[src/rtl/wt_cache_pkg.sv]
// -----------------------------------------------------------------------------
// wt_cache_pkg
// Shared geometry, types and helpers for the write-through dcache miss path.
//   - Cache geometry: physical address width, associativity, line/offset/index
//     and tag widths, memory transaction ID width.
//   - miss_resp_state_e : miss responder FSM states.
//   - mshr_t            : the single outstanding-miss holding register.
//   - lowest_zero_oh()  : one-hot of the lowest cleared valid bit (free way).
// -----------------------------------------------------------------------------
package wt_cache_pkg;

  localparam int unsigned PLEN                = 32;
  localparam int unsigned DCACHE_SET_ASSOC    = 4;
  localparam int unsigned DCACHE_LINE_WIDTH   = 128;
  localparam int unsigned DCACHE_OFFSET_WIDTH = $clog2(DCACHE_LINE_WIDTH / 8);
  localparam int unsigned DCACHE_INDEX_WIDTH  = 12;
  localparam int unsigned DCACHE_CL_IDX_WIDTH = DCACHE_INDEX_WIDTH - DCACHE_OFFSET_WIDTH;
  localparam int unsigned DCACHE_TAG_WIDTH    = PLEN - DCACHE_INDEX_WIDTH;
  localparam int unsigned CACHE_ID_WIDTH      = 2;

  // Owner index storage width; supports up to 16 read controllers.
  localparam int unsigned MISS_PORT_IDX_W     = 4;
  localparam int unsigned REPL_W              = (DCACHE_SET_ASSOC > 1) ? $clog2(DCACHE_SET_ASSOC) : 1;

  typedef enum logic [1:0] {
    IDLE,
    MEM_REQ,
    WAIT_RTRN
  } miss_resp_state_e;

  typedef struct packed {
    logic [PLEN-1:0]             paddr;
    logic                        nc;
    logic [2:0]                  size;
    logic [DCACHE_SET_ASSOC-1:0] way_oh;
    logic [MISS_PORT_IDX_W-1:0]  owner;
    logic                        valid;
  } mshr_t;

  // One-hot of the lowest-index zero bit; all-zero result when every way is valid.
  function automatic logic [DCACHE_SET_ASSOC-1:0] lowest_zero_oh(
    input logic [DCACHE_SET_ASSOC-1:0] vld
  );
    logic found;
    lowest_zero_oh = '0;
    found          = 1'b0;
    for (int unsigned i = 0; i < DCACHE_SET_ASSOC; i++) begin
      if (!vld[i] && !found) begin
        lowest_zero_oh[i] = 1'b1;
        found             = 1'b1;
      end
    end
  endfunction

endpackage

[src/rtl/wt_dcache_miss_arb.sv]
// -----------------------------------------------------------------------------
// wt_dcache_miss_arb
// Combinational round-robin arbiter for the miss requests.
//   req_i     : request vector, one bit per read controller
//   ptr_i     : last winner; the search begins at ptr_i+1 (wrapping)
//   gnt_vld_o : at least one request present
//   gnt_oh_o  : one-hot grant
//   gnt_idx_o : index of the winner (becomes the next pointer)
// -----------------------------------------------------------------------------
module wt_dcache_miss_arb #(
  parameter int unsigned  NumPorts = 2,
  localparam int unsigned IdxW     = (NumPorts > 1) ? $clog2(NumPorts) : 1
) (
  input  logic [NumPorts-1:0] req_i,
  input  logic [IdxW-1:0]     ptr_i,
  output logic                gnt_vld_o,
  output logic [NumPorts-1:0] gnt_oh_o,
  output logic [IdxW-1:0]     gnt_idx_o
);

  always_comb begin
    int unsigned cand;
    logic [IdxW-1:0] cand_idx;
    gnt_vld_o = 1'b0;
    gnt_oh_o  = '0;
    gnt_idx_o = '0;
    cand      = 0;
    cand_idx  = '0;
    for (int unsigned i = 0; i < NumPorts; i++) begin
      // ptr_i < NumPorts, so a single wrap subtraction suffices.
      cand = 32'(ptr_i) + 1 + i;
      if (cand >= NumPorts) begin
        cand = cand - NumPorts;
      end
      cand_idx = IdxW'(cand);
      if (!gnt_vld_o && req_i[cand_idx]) begin
        gnt_vld_o          = 1'b1;
        gnt_oh_o[cand_idx] = 1'b1;
        gnt_idx_o          = cand_idx;
      end
    end
  end

endmodule

[src/rtl/wt_dcache_miss_resp.sv]
// -----------------------------------------------------------------------------
// wt_dcache_miss_resp
// Responder end of the dcache read-controller miss interface. Holds a single
// outstanding miss (MSHR), issues the memory request, then writes the returned
// line into the chosen way (or bypasses it for non-cacheable misses) and flags
// completion to the owning controller.
//   clk_i, rst_i            : clock, synchronous active-high reset
//   miss_req/ack/replay/rtrn: per-port miss handshake from the read controllers
//   miss_paddr/nc/size/vld  : per-port miss attributes
//   mem_*_o / mem_gnt_i     : outgoing memory request (ID = MemTxId)
//   mem_rtrn_*_i            : memory return
//   wr_cl_*_o               : cacheline write / NC bypass toward the dcache mem
// -----------------------------------------------------------------------------
module wt_dcache_miss_resp
  import wt_cache_pkg::*;
#(
  parameter int unsigned               NumPorts = 2,
  parameter logic [CACHE_ID_WIDTH-1:0] MemTxId  = CACHE_ID_WIDTH'(1)
) (
  input  logic                                       clk_i,
  input  logic                                       rst_i,
  input  logic [NumPorts-1:0]                        miss_req_i,
  output logic [NumPorts-1:0]                        miss_ack_o,
  output logic [NumPorts-1:0]                        miss_replay_o,
  output logic [NumPorts-1:0]                        miss_rtrn_vld_o,
  input  logic [NumPorts-1:0][PLEN-1:0]              miss_paddr_i,
  input  logic [NumPorts-1:0]                        miss_nc_i,
  input  logic [NumPorts-1:0][2:0]                   miss_size_i,
  input  logic [NumPorts-1:0][DCACHE_SET_ASSOC-1:0]  miss_vld_bits_i,
  output logic                                       mem_req_o,
  input  logic                                       mem_gnt_i,
  output logic [PLEN-1:0]                            mem_paddr_o,
  output logic [2:0]                                 mem_size_o,
  output logic                                       mem_nc_o,
  output logic [CACHE_ID_WIDTH-1:0]                  mem_id_o,
  input  logic                                       mem_rtrn_vld_i,
  input  logic [CACHE_ID_WIDTH-1:0]                  mem_rtrn_id_i,
  input  logic [DCACHE_LINE_WIDTH-1:0]               mem_rtrn_data_i,
  output logic                                       wr_cl_vld_o,
  output logic                                       wr_cl_nc_o,
  output logic [DCACHE_SET_ASSOC-1:0]                wr_cl_we_o,
  output logic [DCACHE_TAG_WIDTH-1:0]                wr_cl_tag_o,
  output logic [DCACHE_CL_IDX_WIDTH-1:0]             wr_cl_idx_o,
  output logic [DCACHE_OFFSET_WIDTH-1:0]             wr_cl_off_o,
  output logic [DCACHE_LINE_WIDTH-1:0]               wr_cl_data_o
);

  localparam int unsigned IdxW = (NumPorts > 1) ? $clog2(NumPorts) : 1;

  miss_resp_state_e       state_q, state_d;
  mshr_t                  mshr_q, mshr_d;
  logic [IdxW-1:0]        ptr_q, ptr_d;
  logic [REPL_W-1:0]      repl_q, repl_d;

  logic                   arb_vld;
  logic [NumPorts-1:0]    arb_oh;
  logic [IdxW-1:0]        arb_idx;

  logic [DCACHE_SET_ASSOC-1:0] cap_vld;
  logic [DCACHE_SET_ASSOC-1:0] cap_way;
  logic                        rtrn_hit;

  wt_dcache_miss_arb #(
    .NumPorts(NumPorts)
  ) i_miss_arb (
    .req_i    (miss_req_i),
    .ptr_i    (ptr_q),
    .gnt_vld_o(arb_vld),
    .gnt_oh_o (arb_oh),
    .gnt_idx_o(arb_idx)
  );

  // A return only completes while a miss is held; after a reset the MSHR is
  // invalid, so stale returns fall through.
  assign rtrn_hit = mem_rtrn_vld_i && (mem_rtrn_id_i == MemTxId) && mshr_q.valid;

  always_comb begin
    state_d         = state_q;
    mshr_d          = mshr_q;
    ptr_d           = ptr_q;
    repl_d          = repl_q;
    cap_vld         = '0;
    cap_way         = '0;

    miss_ack_o      = '0;
    miss_replay_o   = '0;
    miss_rtrn_vld_o = '0;
    mem_req_o       = 1'b0;
    mem_paddr_o     = '0;
    mem_size_o      = '0;
    mem_nc_o        = 1'b0;
    mem_id_o        = '0;
    wr_cl_vld_o     = 1'b0;
    wr_cl_nc_o      = 1'b0;
    wr_cl_we_o      = '0;
    wr_cl_tag_o     = '0;
    wr_cl_idx_o     = '0;
    wr_cl_off_o     = '0;
    wr_cl_data_o    = '0;

    if (!rst_i) begin
      unique case (state_q)
        IDLE: begin
          if (arb_vld) begin
            miss_ack_o = arb_oh;
            ptr_d      = arb_idx;
            cap_vld    = miss_vld_bits_i[arb_idx];
            // Free way if any; otherwise the replacement counter picks the
            // victim and advances. NC misses never touch the array.
            if (miss_nc_i[arb_idx]) begin
              cap_way = '0;
            end else if (&cap_vld) begin
              cap_way = {{(DCACHE_SET_ASSOC-1){1'b0}}, 1'b1} << repl_q;
              if (repl_q == REPL_W'(DCACHE_SET_ASSOC - 1)) begin
                repl_d = '0;
              end else begin
                repl_d = repl_q + 1'b1;
              end
            end else begin
              cap_way = lowest_zero_oh(cap_vld);
            end
            mshr_d.paddr  = miss_paddr_i[arb_idx];
            mshr_d.nc     = miss_nc_i[arb_idx];
            mshr_d.size   = miss_size_i[arb_idx];
            mshr_d.way_oh = cap_way;
            mshr_d.owner  = MISS_PORT_IDX_W'(arb_idx);
            mshr_d.valid  = 1'b1;
            state_d       = MEM_REQ;
          end
        end

        MEM_REQ: begin
          mem_req_o = 1'b1;
          mem_nc_o  = mshr_q.nc;
          mem_id_o  = MemTxId;
          if (mshr_q.nc) begin
            mem_paddr_o = mshr_q.paddr;
            mem_size_o  = mshr_q.size;
          end else begin
            mem_paddr_o = {mshr_q.paddr[PLEN-1:DCACHE_OFFSET_WIDTH], {DCACHE_OFFSET_WIDTH{1'b0}}};
            mem_size_o  = 3'b111;
          end
          if (mem_gnt_i) begin
            state_d = WAIT_RTRN;
          end
        end

        WAIT_RTRN: begin
          if (rtrn_hit) begin
            wr_cl_vld_o  = 1'b1;
            wr_cl_nc_o   = mshr_q.nc;
            wr_cl_we_o   = mshr_q.nc ? '0 : mshr_q.way_oh;
            wr_cl_tag_o  = mshr_q.paddr[PLEN-1 -: DCACHE_TAG_WIDTH];
            wr_cl_idx_o  = mshr_q.paddr[DCACHE_INDEX_WIDTH-1:DCACHE_OFFSET_WIDTH];
            wr_cl_off_o  = mshr_q.paddr[DCACHE_OFFSET_WIDTH-1:0];
            wr_cl_data_o = mem_rtrn_data_i;
            for (int unsigned p = 0; p < NumPorts; p++) begin
              miss_rtrn_vld_o[p] = (mshr_q.owner == MISS_PORT_IDX_W'(p));
            end
            mshr_d.valid = 1'b0;
            state_d      = IDLE;
          end
        end

        default: begin
          state_d = IDLE;
        end
      endcase

      // While busy, a request to the line already being fetched is told to
      // re-read the cache; anything else simply waits for IDLE.
      if (state_q != IDLE) begin
        for (int unsigned p = 0; p < NumPorts; p++) begin
          miss_replay_o[p] = miss_req_i[p] && mshr_q.valid && !mshr_q.nc &&
                             (miss_paddr_i[p][PLEN-1:DCACHE_OFFSET_WIDTH] ==
                              mshr_q.paddr[PLEN-1:DCACHE_OFFSET_WIDTH]);
        end
      end
    end
  end

  always_ff @(posedge clk_i) begin
    if (rst_i) begin
      state_q <= IDLE;
      mshr_q  <= '0;
      ptr_q   <= '0;
      repl_q  <= '0;
    end else begin
      state_q <= state_d;
      mshr_q  <= mshr_d;
      ptr_q   <= ptr_d;
      repl_q  <= repl_d;
    end
  end

endmodule
[config.mk]
export PLATFORM = sky130hd
export DESIGN_NAME = wt_dcache_miss_resp
export DESIGN_NICKNAME = d
export VERILOG_FILES = /design/src/rtl/wt_cache_pkg.sv /design/src/rtl/wt_dcache_miss_arb.sv /design/src/rtl/wt_dcache_miss_resp.sv
export SDC_FILE = /design/constraint.sdc
export NUM_CORES = 1
export LEC_CHECK = 0
export ABC_CLOCK_PERIOD_IN_PS = 3150
export BUFFER_PORTS_ARGS = -buffer_cell sky130_fd_sc_hd__buf_2
export CORE_AREA = 10 10 159 161
export DETAILED_ROUTE_END_ITERATION = 10
export DIE_AREA = 0 0 169 171
export PLACE_DENSITY_LB_ADDON = 0.15
export SLEW_MARGIN = 0
export SYNTH_ARGS = -nofsm -noshare
export SYNTH_HDL_FRONTEND = slang
export SYNTH_HIERARCHICAL = 1
export SYNTH_SLANG_ARGS = --single-unit
[constraint.sdc]
create_clock -name clk_i -period 3.15 [get_ports clk_i]
set_input_delay 0.315 -clock clk_i [delete_from_list [all_inputs] [get_ports clk_i]]
set_output_delay 0.315 -clock clk_i [all_outputs]
set_load 0.02 [all_outputs]
==> results.json, run 1 <==
{
  "drt-wirelength-per-cell_um": 22.3,
  "worst_pin_slew_ns": 0.760,
  "netlist_top_cells_count": "and2_1, xnor2_1, dfxtp_1",
  "cpLargestDelayFamily": "simple AND/OR/NAND/NOR gates",
  "cts_post_setup_buffers_inserted": 0,
  "gp_congestion": 0.955,
  "fin_cells": 1236,
  "drv_cap": 0,
  "fin_crit_ns": 2.81,
  "clk_pin_slew_ns": 0.06,
  "fin_setup_tns_ns": 0,
  "final_layout_size_suffix_gt1_frac": 0.476,
  "maxSlewViolCount": 0,
  "final.period_utilization": 0.893,
  "die_w_um": 169,
  "die_h_um": 171,
  "top_layer": "met5",
  "routed_via_density": 4.31,
  "drc_errors": 0,
  "min_from": "mem_gnt_i",
  "cts_sinks": 46,
  "cts-root-buf": "clkbuf_16",
  "insertion_delay_ns": 0.29,
  "outcome": "finished, final reports clean",
  "yosysTopAreaCell": "and2_1",
  "peakVddDrop_uv": 187,
  "path_cells": "nor2_1 > or4b_1 > nor4_1 > and4_1 > buf_2",
  "worst_path_max_delay_cell": "dfxtp_1",
  "antenna_found_initial": 14,
  "rr_worst_depth": 5,
  "num_rows": 55,
  "r2r-end": "repl_q[0]",
  "synth-edff-count": 0,
  "min_path_cells": 2,
  "htreeDepth": 2,
  "crit_path_end_kind": "output port",
  "io_buffer_count": 425,
  "place_area_um2": 6630,
  "fin_nets": 1165,
  "cts_buffers": 5,
  "crit_path_max_fanout": 14,
  "cts_resized": 0,
  "yosysTopAreaCellShare": 0.237,
  "io_pins": 427,
  "synth.most_common_cell": "and2_1",
  "ys_seq_area_frac": 0.215,
  "grt_pass1_wl_um": 38700,
  "synth_top_flop_cell": "dfxtp_1",
  "powerDensity_nw_per_um2": 298,
  "pre_cts_ws_ns": 0.591,
  "setup_slack_ns": 0.336,
  "max_stage_delay_ns": 0.68,
  "rsz0062_at_grt": "false",
  "start_kind": "register",
  "core_um2": 22200,
  "min_to": "state_q[0]",
  "avgSynthCellArea_um2": 7.78,
  "dr.pass1.iters": 4,
  "skew_ns": 0.00736,
  "wl_met3_um": 2820,
  "fin_area_um2": 6790,
  "syn_to_final_growth_pct": 58.8,
  "dr_wl_met2_um": 14500,
  "tritoncts": "yes",
  "holdWs_ns": 0.246,
  "vias": 5327,
  "dieArea_um2": 28900,
  "power.total_mw": 2.02,
  "setup_violations": 0,
  "async_flop_share": 0,
  "cts_hold_buf": 0,
  "path_class": "reg -> out",
  "leakage_nw": 3.82,
  "wl_um": 27600,
  "yosysWarnings": 6,
  "dp.cells": 1223,
  "drt_iter0_markers": 223,
  "wirelength_met1_um": 9540,
  "gr-total-overflow": 0,
  "synthesis.area_um2": 4280,
  "hpwl_um": 23500,
  "ant_nets": 0,
  "grt_pass1_vias": 5543,
  "track_usage": 0.179,
  "syn_nets": 770,
  "fin_util": 0.306,
  "ys_seq_elements": 46,
  "cts_max_path_buffers": 2,
  "r2r-start": "mshr_q[1]",
  "arrival_ns": 2.50,
  "post_synth_num_cell_types": 47,
  "start_util": 0.192,
  "finalHoldViolations": 0,
  "cp_num_buf_inv": 1,
  "grt_max_degree": 143,
  "syn_inst": 550,
  "slew_headroom": 0.494,
  "fill_cells": 2506,
  "hp-class": "in -> reg",
  "synth_area_leaders": "and2_1, dfxtp_1, xnor2_1, mux2i_1, a211oi_1",
  "max_freq_ghz": 0.355,
  "r2r_slack_ns": 1.00,
  "crit_required_ns": 2.83
}
==> cell usage in the layout (no fill, tap or decap), types with 2 or more instances in the layout <==
master,count
or2_1,2
o41ai_1,2
a21boi_0,3
nor4_1,4
a21oi_1,9
nor3b_1,6
nand4_1,12
nand3_1,2
nand3b_1,4
xnor2_1,56
dfxtp_1,46
and2_1,162
inv_1,9
o21ai_0,2
and3_1,33
buf_2,425
ha_1,4
nand2b_1,2
buf_4,8
mux2_2,2
diode_2,5
a211oi_1,36
and4_1,2
nor2_1,40
nand2_1,9
clkbuf_16,5
nor2b_1,2
mux2i_1,36
==> where the power goes <==
group / leakage, nW / internal [mW] / switching [mW]
clock: 0.0729 / 0.315 / 0.249
combinational: 3.37 / 0.323 / 0.368
sequential: 0.381 / 0.658 / 0.111
==> area by class of cell <==
type | count | area [um2] | share of cell area
antenna | 5 | 12.5 | 0.00184
clock buffer | 6 | 139 | 0.0204
clock inverter | 2 | 12.5 | 0.00184
inverter | 10 | 40.0 | 0.00589
multi-input combinational | 448 | 3100 | 0.457
sequential | 46 | 921 | 0.136
tap | 285 | 357 | 0.0525
timing repair buffer | 434 | 2210 | 0.325
==> worst max-delay path by stage <==
stage / from / to / slack (ns) / cells after the start
after floorplan: mem_rtrn_id_i[1] / wr_cl_data_o[100] / 1.27 / 8
after global placement: state_q[0] / miss_replay_o[1] / 0.60 / 5
after detailed placement: state_q[0] / miss_replay_o[1] / 0.59 / 5
after CTS: state_q[0] / miss_replay_o[1] / 0.25 / 5
after global routing: state_q[0] / miss_replay_o[1] / 0.13 / 5
final: state_q[0] / miss_replay_o[1] / 0.34 / 5
==> cell families after synthesis <==
family                     Yosys count  share of synthesized area
AOI/OAI and AO/OA                   62                      0.104
and+or+nand+nor                    286                      0.397
other                                1                   0.000877
DFF                                 46                      0.215
buffers and inverters               56                     0.0635
xor gates and xnor gates            56                      0.115
adders and majority gates            4                     0.0117
muxes                               39                     0.0927
==> routing by layer <==
layer,track usage,vias up
li1,-,2651
met1,0.177,2372
met2,0.340,242
met3,0.0739,44
met4,0.0386,18
met5,0,-
==> registers in the layout, indices dropped and copies added (netlist names) <==
register	count
repl_q	2
mshr_q	42
state_q	2
Power figures use the tool's default switching activity.
==> inputs of run 2 (changes only) <==
--- a/config.mk
+++ b/config.mk
@@ -5,13 +5,14 @@
 export SDC_FILE = /design/constraint.sdc
 export NUM_CORES = 1
 export LEC_CHECK = 0
+export ABC_AREA = 1
 export ABC_CLOCK_PERIOD_IN_PS = 3150
 export BUFFER_PORTS_ARGS = -buffer_cell sky130_fd_sc_hd__buf_2
-export CORE_AREA = 10 10 159 161
+export CORE_AREA = 10 10 156 158
 export DETAILED_ROUTE_END_ITERATION = 10
-export DIE_AREA = 0 0 169 171
+export DIE_AREA = 0 0 166 168
 export PLACE_DENSITY_LB_ADDON = 0.15
-export SLEW_MARGIN = 0
+export REMOVE_ABC_BUFFERS = 1
 export SYNTH_ARGS = -nofsm -noshare
 export SYNTH_HDL_FRONTEND = slang
 export SYNTH_HIERARCHICAL = 1
==> results.json, run 2 <==
{
  "worst_pin_slew_ns": 0.657,
  "p_int_mw": 1.31,
  "setup_violations": 0,
  "grt_pass1_wl_um": 40100,
  "grt_max_degree": 65,
  "drc_errors": 0,
  "io_pins": 427,
  "vias": 6579,
  "outcome": "finished, final reports clean",
  "maxSlewViolCount": 0,
  "power.switching_uw": 851,
  "wl_um": 26900,
  "path_class": "reg -> out",
  "yosysWarnings": 6,
  "syn_inst": 936,
  "netlist_top_cells_count": "nand2_1, inv_1, nor2_1",
  "max_freq_ghz": 0.428,
  "comb_power_share": 0.383,
  "io_buffer_count": 425,
  "die_h_um": 168,
  "core_um2": 21400,
  "dr.pass1.iters": 5,
  "p_seq_frac": 0.334,
  "cp-startpoint": "mshr_q[0]",
  "tritoncts": "yes",
  "cts_resized": 0,
  "final.period_utilization": 0.742,
  "top_layer": "met5",
  "ant_nets": 0,
  "crit_required_ns": 2.83,
  "pwr-share-clk": 0.283,
  "p_sw_frac": 0.394,
  "avgSynthCellArea_um2": 5.34,
  "r2r-start": "state_q[0]",
  "synth_area_leaders": "dfxtp_1, nand2_1, inv_1, nor2_2, nor2_1",
  "yosysTopAreaCellShare": 0.184,
  "cts_sinks": 46,
  "yosysTopAreaCell": "dfxtp_1",
  "die_w_um": 166,
  "drv_cap": 0,
  "rr_worst_depth": 6,
  "post_synth_num_cell_types": 27,
  "crit_path_max_fanout": 64,
  "fin_crit_ns": 2.34,
  "slew_headroom": 0.562,
  "gr-total-overflow": 0,
  "finalHoldViolations": 0,
  "clk_pin_slew_ns": 0.06,
  "leakage_nw": 4.80,
  "cts_post_setup_buffers_inserted": 0,
  "htreeDepth": 2,
  "hpwl_um": 22900,
  "antenna_found_initial": 6,
  "peakVddDrop_uv": 168,
  "r2r-end": "mshr_q[11]",
  "min_from": "mem_gnt_i",
  "dr_wl_met2_um": 13200,
  "skew_ns": 0.00645,
  "fin_cells": 1617,
  "num_rows": 54,
  "track_usage": 0.181,
  "start_util": 0.233,
  "mostFrequentLayoutCells": "buf_2, nand2_1, inv_1",
  "start_kind": "register",
  "largest_reg_flops": 42,
  "synth.most_common_cell": "nand2_1",
  "top_register": "mshr_q",
  "fin_nets": 1554,
  "final_layout_size_suffix_gt1_frac": 0.421,
  "cts_buffers": 5,
  "cts-root-buf": "clkbuf_16",
  "drt-wirelength-per-cell_um": 16.6,
  "ys_seq_area_frac": 0.184,
  "arrival_ns": 2.02,
  "fin_area_um2": 7480,
  "largest_registers": "mshr_q: 42 flops, repl_q: 2 flops, state_q: 2 flops",
  "place_area_um2": 7310,
  "routed_via_density": 4.07,
  "ys_seq_elements": 46,
  "async_flop_share": 0,
  "power.total_mw": 2.16,
  "grt_pass1_vias": 6735,
  "powerDensity_nw_per_um2": 289,
  "layout_commonest_cell": "buf_2",
  "dp.cells": 1607,
  "synth_top_flop_cell": "dfxtp_1",
  "gp_congestion": 0.835,
  "min_to": "state_q[0]",
  "syn_to_final_growth_pct": 49.6,
  "drt_iter0_markers": 269,
  "synth-edff-count": 0,
  "cts_max_path_buffers": 2,
  "hp-class": "in -> reg",
  "fill_cells": 2533,
  "insertion_delay_ns": 0.30,
  "cts_hold_buf": 0,
  "wirelength_met1_um": 11100,
  "dieArea_um2": 27900,
  "rsz0062_at_grt": "false",
  "r2r_slack_ns": 1.25,
  "min_path_cells": 2,
  "crit_path_end_kind": "output port",
  "synthesis.area_um2": 5000,
  "wl_met3_um": 2240
}
-- run 2: cell types whose count changed in the layout (fill, tap and decap cells not counted), sizes merged, moves of 13 or more --
| cell | previous run | this run |
|---|---|---|
| a31oi | 1 | 32 |
| nor2 | 41 | 261 |
| inv | 10 | 221 |
| a211oi | 36 | 1 |
| and3 | 33 | 0 |
| nand2 | 9 | 221 |
| mux2i | 37 | 0 |
| xnor2 | 56 | 0 |
| and2 | 162 | 0 |
| o21ai | 2 | 75 |
| nand4 | 13 | 0 |
-- run 2: worst max path at each step --
stage	slack, ns	end
after CTS	0.81	wr_cl_data_o[122]
after global placement	0.96	mem_paddr_o[18]
after floorplan	-0.63	miss_rtrn_vld_o[0]
after global routing	0.62	wr_cl_off_o[0]
after detailed placement	0.88	mem_paddr_o[18]
final	0.81	wr_cl_data_o[122]
-- run 2: routing by layer --
layer,up-vias,track usage
met5,-,0
met4,8,0.0327
met3,22,0.0598
met2,257,0.318
met1,2782,0.212
li1,3510,-
-- run 2: through the flow --
stage | util | hold WS (ns) | worst slack, ns | setup TNS (ns)
after detailed placement | 0.341 | 0.456 | 0.880 | 0
final | 0.349 | 0.228 | 0.812 | 0
after CTS | 0.349 | 0.216 | 0.805 | 0
after floorplan | - | 0.384 | -0.634 | -88.87
after global routing | 0.349 | 0.237 | 0.619 | 0
after global placement | 0.341 | 0.463 | 0.955 | 0
-- run 2: power by group through the flow --
stage	sequential (mW)	clock, mW	combinational, mW
6_report	0.722	0.611	0.826
5_1_grt	0.735	0.651	0.948
4_1_cts	0.722	0.637	0.842
3_5_place_dp	0.735	0	0.839
3_3_place_gp	0.734	0	0.831
2_1_floorplan	0.718	0	0.473
-- run 2: cell type report --
type / instances / area [um2] / area share
diodes: 2 / 5.00 / 0.000669
clock buffers: 8 / 166 / 0.0223
inverters: 222 / 833 / 0.111
multi-input cells: 624 / 2980 / 0.398
flip-flops and latches: 46 / 921 / 0.123
well taps: 280 / 350 / 0.0468
repair buffers: 435 / 2230 / 0.298
-- run 2: cell families (layout without fill, tap and decap cells) --
family / Yosys count / in the layout / synth area share
simple gates: 492 / 492 / 0.440
buf+inv: 266 / 665 / 0.226
compound gates: 122 / 122 / 0.131
flops: 46 / 46 / 0.184
xor+xnor: 5 / 5 / 0.00876
fa+ha+maj: 4 / 4 / 0.0100
other cells: 1 / 3 / 0.000750
-- run 2: critical path, cell delays in order (launching register included) --
cell and delay, ns:
dfxtp_1 0.34, inv_2 0.05, nor2_2 0.08, nand3_2 0.09, nor2_2 0.20, nand2_8 0.24, buf_12 0.31, nor2_1 0.16
buf_2 0.19
==> inputs of run 3 (changes only) <==
--- a/config.mk
+++ b/config.mk
@@ -6,7 +6,7 @@
 export NUM_CORES = 1
 export LEC_CHECK = 0
 export ABC_AREA = 1
-export ABC_CLOCK_PERIOD_IN_PS = 3150
+export ABC_CLOCK_PERIOD_IN_PS = 1900
 export BUFFER_PORTS_ARGS = -buffer_cell sky130_fd_sc_hd__buf_2
 export CORE_AREA = 10 10 156 158
 export DETAILED_ROUTE_END_ITERATION = 10
==> constraint.sdc (replaced) <==
create_clock -name clk_i -period 1.9 [get_ports clk_i]
set_input_delay 0.19 -clock clk_i [delete_from_list [all_inputs] [get_ports clk_i]]
set_output_delay 0.19 -clock clk_i [all_outputs]
set_load 0.02 [all_outputs]
==> results.json, run 3 (same netlist as run 2, synthesis figures left out) <==
{
  "outcome": "finished, final reports clean",
  "wl_um": 27200,
  "min_from": "mem_gnt_i",
  "min_to": "state_q[0]",
  "finalHoldViolations": 0,
  "final_layout_size_suffix_gt1_frac": 0.438,
  "vias": 6706,
  "hp-class": "in -> reg",
  "core_um2": 21400,
  "grt_pass1_vias": 6626,
  "cts-root-buf": "clkbuf_16",
  "leakage_nw": 4.86,
  "crit_top_cell": "nor2_2",
  "gp_congestion": 0.841,
  "dr.pass1.iters": 4,
  "top_register": "mshr_q",
  "r2r_slack_ns": 0.26,
  "grt_pass1_wl_um": 39900,
  "insertion_delay_ns": 0.30,
  "syn_to_final_growth_pct": 53.4,
  "start_util": 0.233,
  "power.total_mw": 3.57,
  "fin_cells": 1629,
  "seqCellArea_um2": 927,
  "die_w_um": 166,
  "fill_cells": 2499,
  "cts_buffers": 5,
  "fin_crit_ns": 1.90,
  "mostFrequentLayoutCells": "buf_2, nand2_1, inv_1",
  "r2r-start": "mshr_q[1]",
  "dieArea_um2": 27900,
  "maxSlewViolCount": 0,
  "crit_path_end_kind": "output port",
  "cts_sinks": 46,
  "rsz0062_at_grt": "true",
  "antenna_found_initial": 4,
  "path_class": "reg -> out",
  "holdWs_ns": 0.0896,
  "fin_nets": 1567,
  "clk_pin_slew_ns": 0.06,
  "io_buffer_count": 425,
  "hpwl_um": 23300,
  "cts_max_path_buffers": 2,
  "setup_violations": 0,
  "max_freq_ghz": 0.527,
  "io_pins": 427,
  "crit_path_max_fanout": 40,
  "routed_via_density": 4.12,
  "powerDensity_nw_per_um2": 465,
  "num_rows": 54,
  "multiInputGateArea_um2": 3000,
  "die_h_um": 168,
  "largest_registers": "mshr_q: 42 flops, repl_q: 2 flops, state_q: 2 flops",
  "worst_path_max_delay_cell": "dfxtp_1",
  "min_path_cells": 2,
  "max_stage_delay_ns": 0.34,
  "place_area_um2": 7430,
  "tritoncts": "yes",
  "fin_area_um2": 7670,
  "largest_reg_flops": 42,
  "layout_commonest_cell": "buf_2",
  "drt-wirelength-per-cell_um": 16.7,
  "drt_iter0_markers": 362,
  "start_kind": "register",
  "rr_worst_depth": 9,
  "crit_required_ns": 1.71,
  "peakVddDrop_uv": 320,
  "drc_errors": 0,
  "path_cells": "inv_2 > nor2_2 > nand3_2 > nor2_4 > nand2_8 > buf_12 > nor2_2 > buf_2",
  "skew_ns": 0.0104,
  "ant_nets": 0,
  "grt_max_degree": 41,
  "dp.cells": 1618,
  "final.period_utilization": 0.998,
  "drv_cap": 0,
  "arrival_ns": 1.71,
  "gr-total-overflow": 0,
  "r2r-end": "repl_q[1]",
  "htreeDepth": 2,
  "fin_setup_tns_ns": 0,
  "track_usage": 0.180
}
[run 3: cell count changes in the layout (fill, tap and decap cells not counted), moves of 3 or more]
cell,previous run,this run
buf_12,2,5
dfxtp_2,0,5
buf_6,0,3
nor2_1,156,149
nor2_2,94,99
dfxtp_1,46,41
buf_4,8,24
buf_2,425,414
inv_1,212,209
inv_2,9,12
[run 3: cell type report]
class / count / area share
antenna: 1 / 0.000326
clock inverter: 2 / 0.00163
inverter: 222 / 0.109
timing repair buffer: 448 / 0.313
clock buffer: 6 / 0.0181
sequential: 46 / 0.121
multi-input combinational: 624 / 0.392
tap: 280 / 0.0457
[run 3: repair_timing]
action	CTS	global route
pin swaps	1	2
hold buffers	0	0
buffers inserted	1	1
setup endpoints to repair	168	166
gates resized for setup	5	26
[run 3: worst max-delay path: cells and delay by family, from the launching register on]
family | cells | cell delay [ns]
flops | 1 | 0.34
simple gates | 5 | 0.61
buf+inv | 3 | 0.42
[run 3: worst max-delay path by stage]
stage / end / start / cells past startpoint
detailed placement: mem_paddr_o[1] / rst_i / 7
finish: wr_cl_data_o[64] / mshr_q[0] / 8
CTS: wr_cl_off_o[0] / mshr_q[0] / 8
floorplan: miss_rtrn_vld_o[0] / state_q[1] / 6
global route: wr_cl_data_o[112] / mshr_q[0] / 8
global placement: wr_cl_data_o[125] / mshr_q[0] / 8
[run 3: power breakdown]
part	switching, mW	total (mW)	internal, mW	leakage [nW]
sequential	0.103	1.20	1.10	0.382
clock	0.429	0.952	0.523	0.0729
combinational	0.898	1.41	0.514	4.41
total	1.43	3.57	2.14	4.86
[run 3: metal layers]
metal,up-vias,share of wire,global-route usage
met5,-,0.0013,0
met4,6,0.0048,0.0254
met3,13,0.086,0.0661
met2,230,0.49,0.313
met1,2920,0.41,0.212
li1,3537,-,-
[run 3: through the flow]
stage | worst slack [ns] | utilization
3_3_place_gp | 0.235 | 0.347
4_1_cts | -0.0114 | 0.355
2_1_floorplan | -1.72 | -
5_1_grt | -0.0986 | 0.358
6_report | 0.00403 | 0.358
3_5_place_dp | 0.203 | 0.347
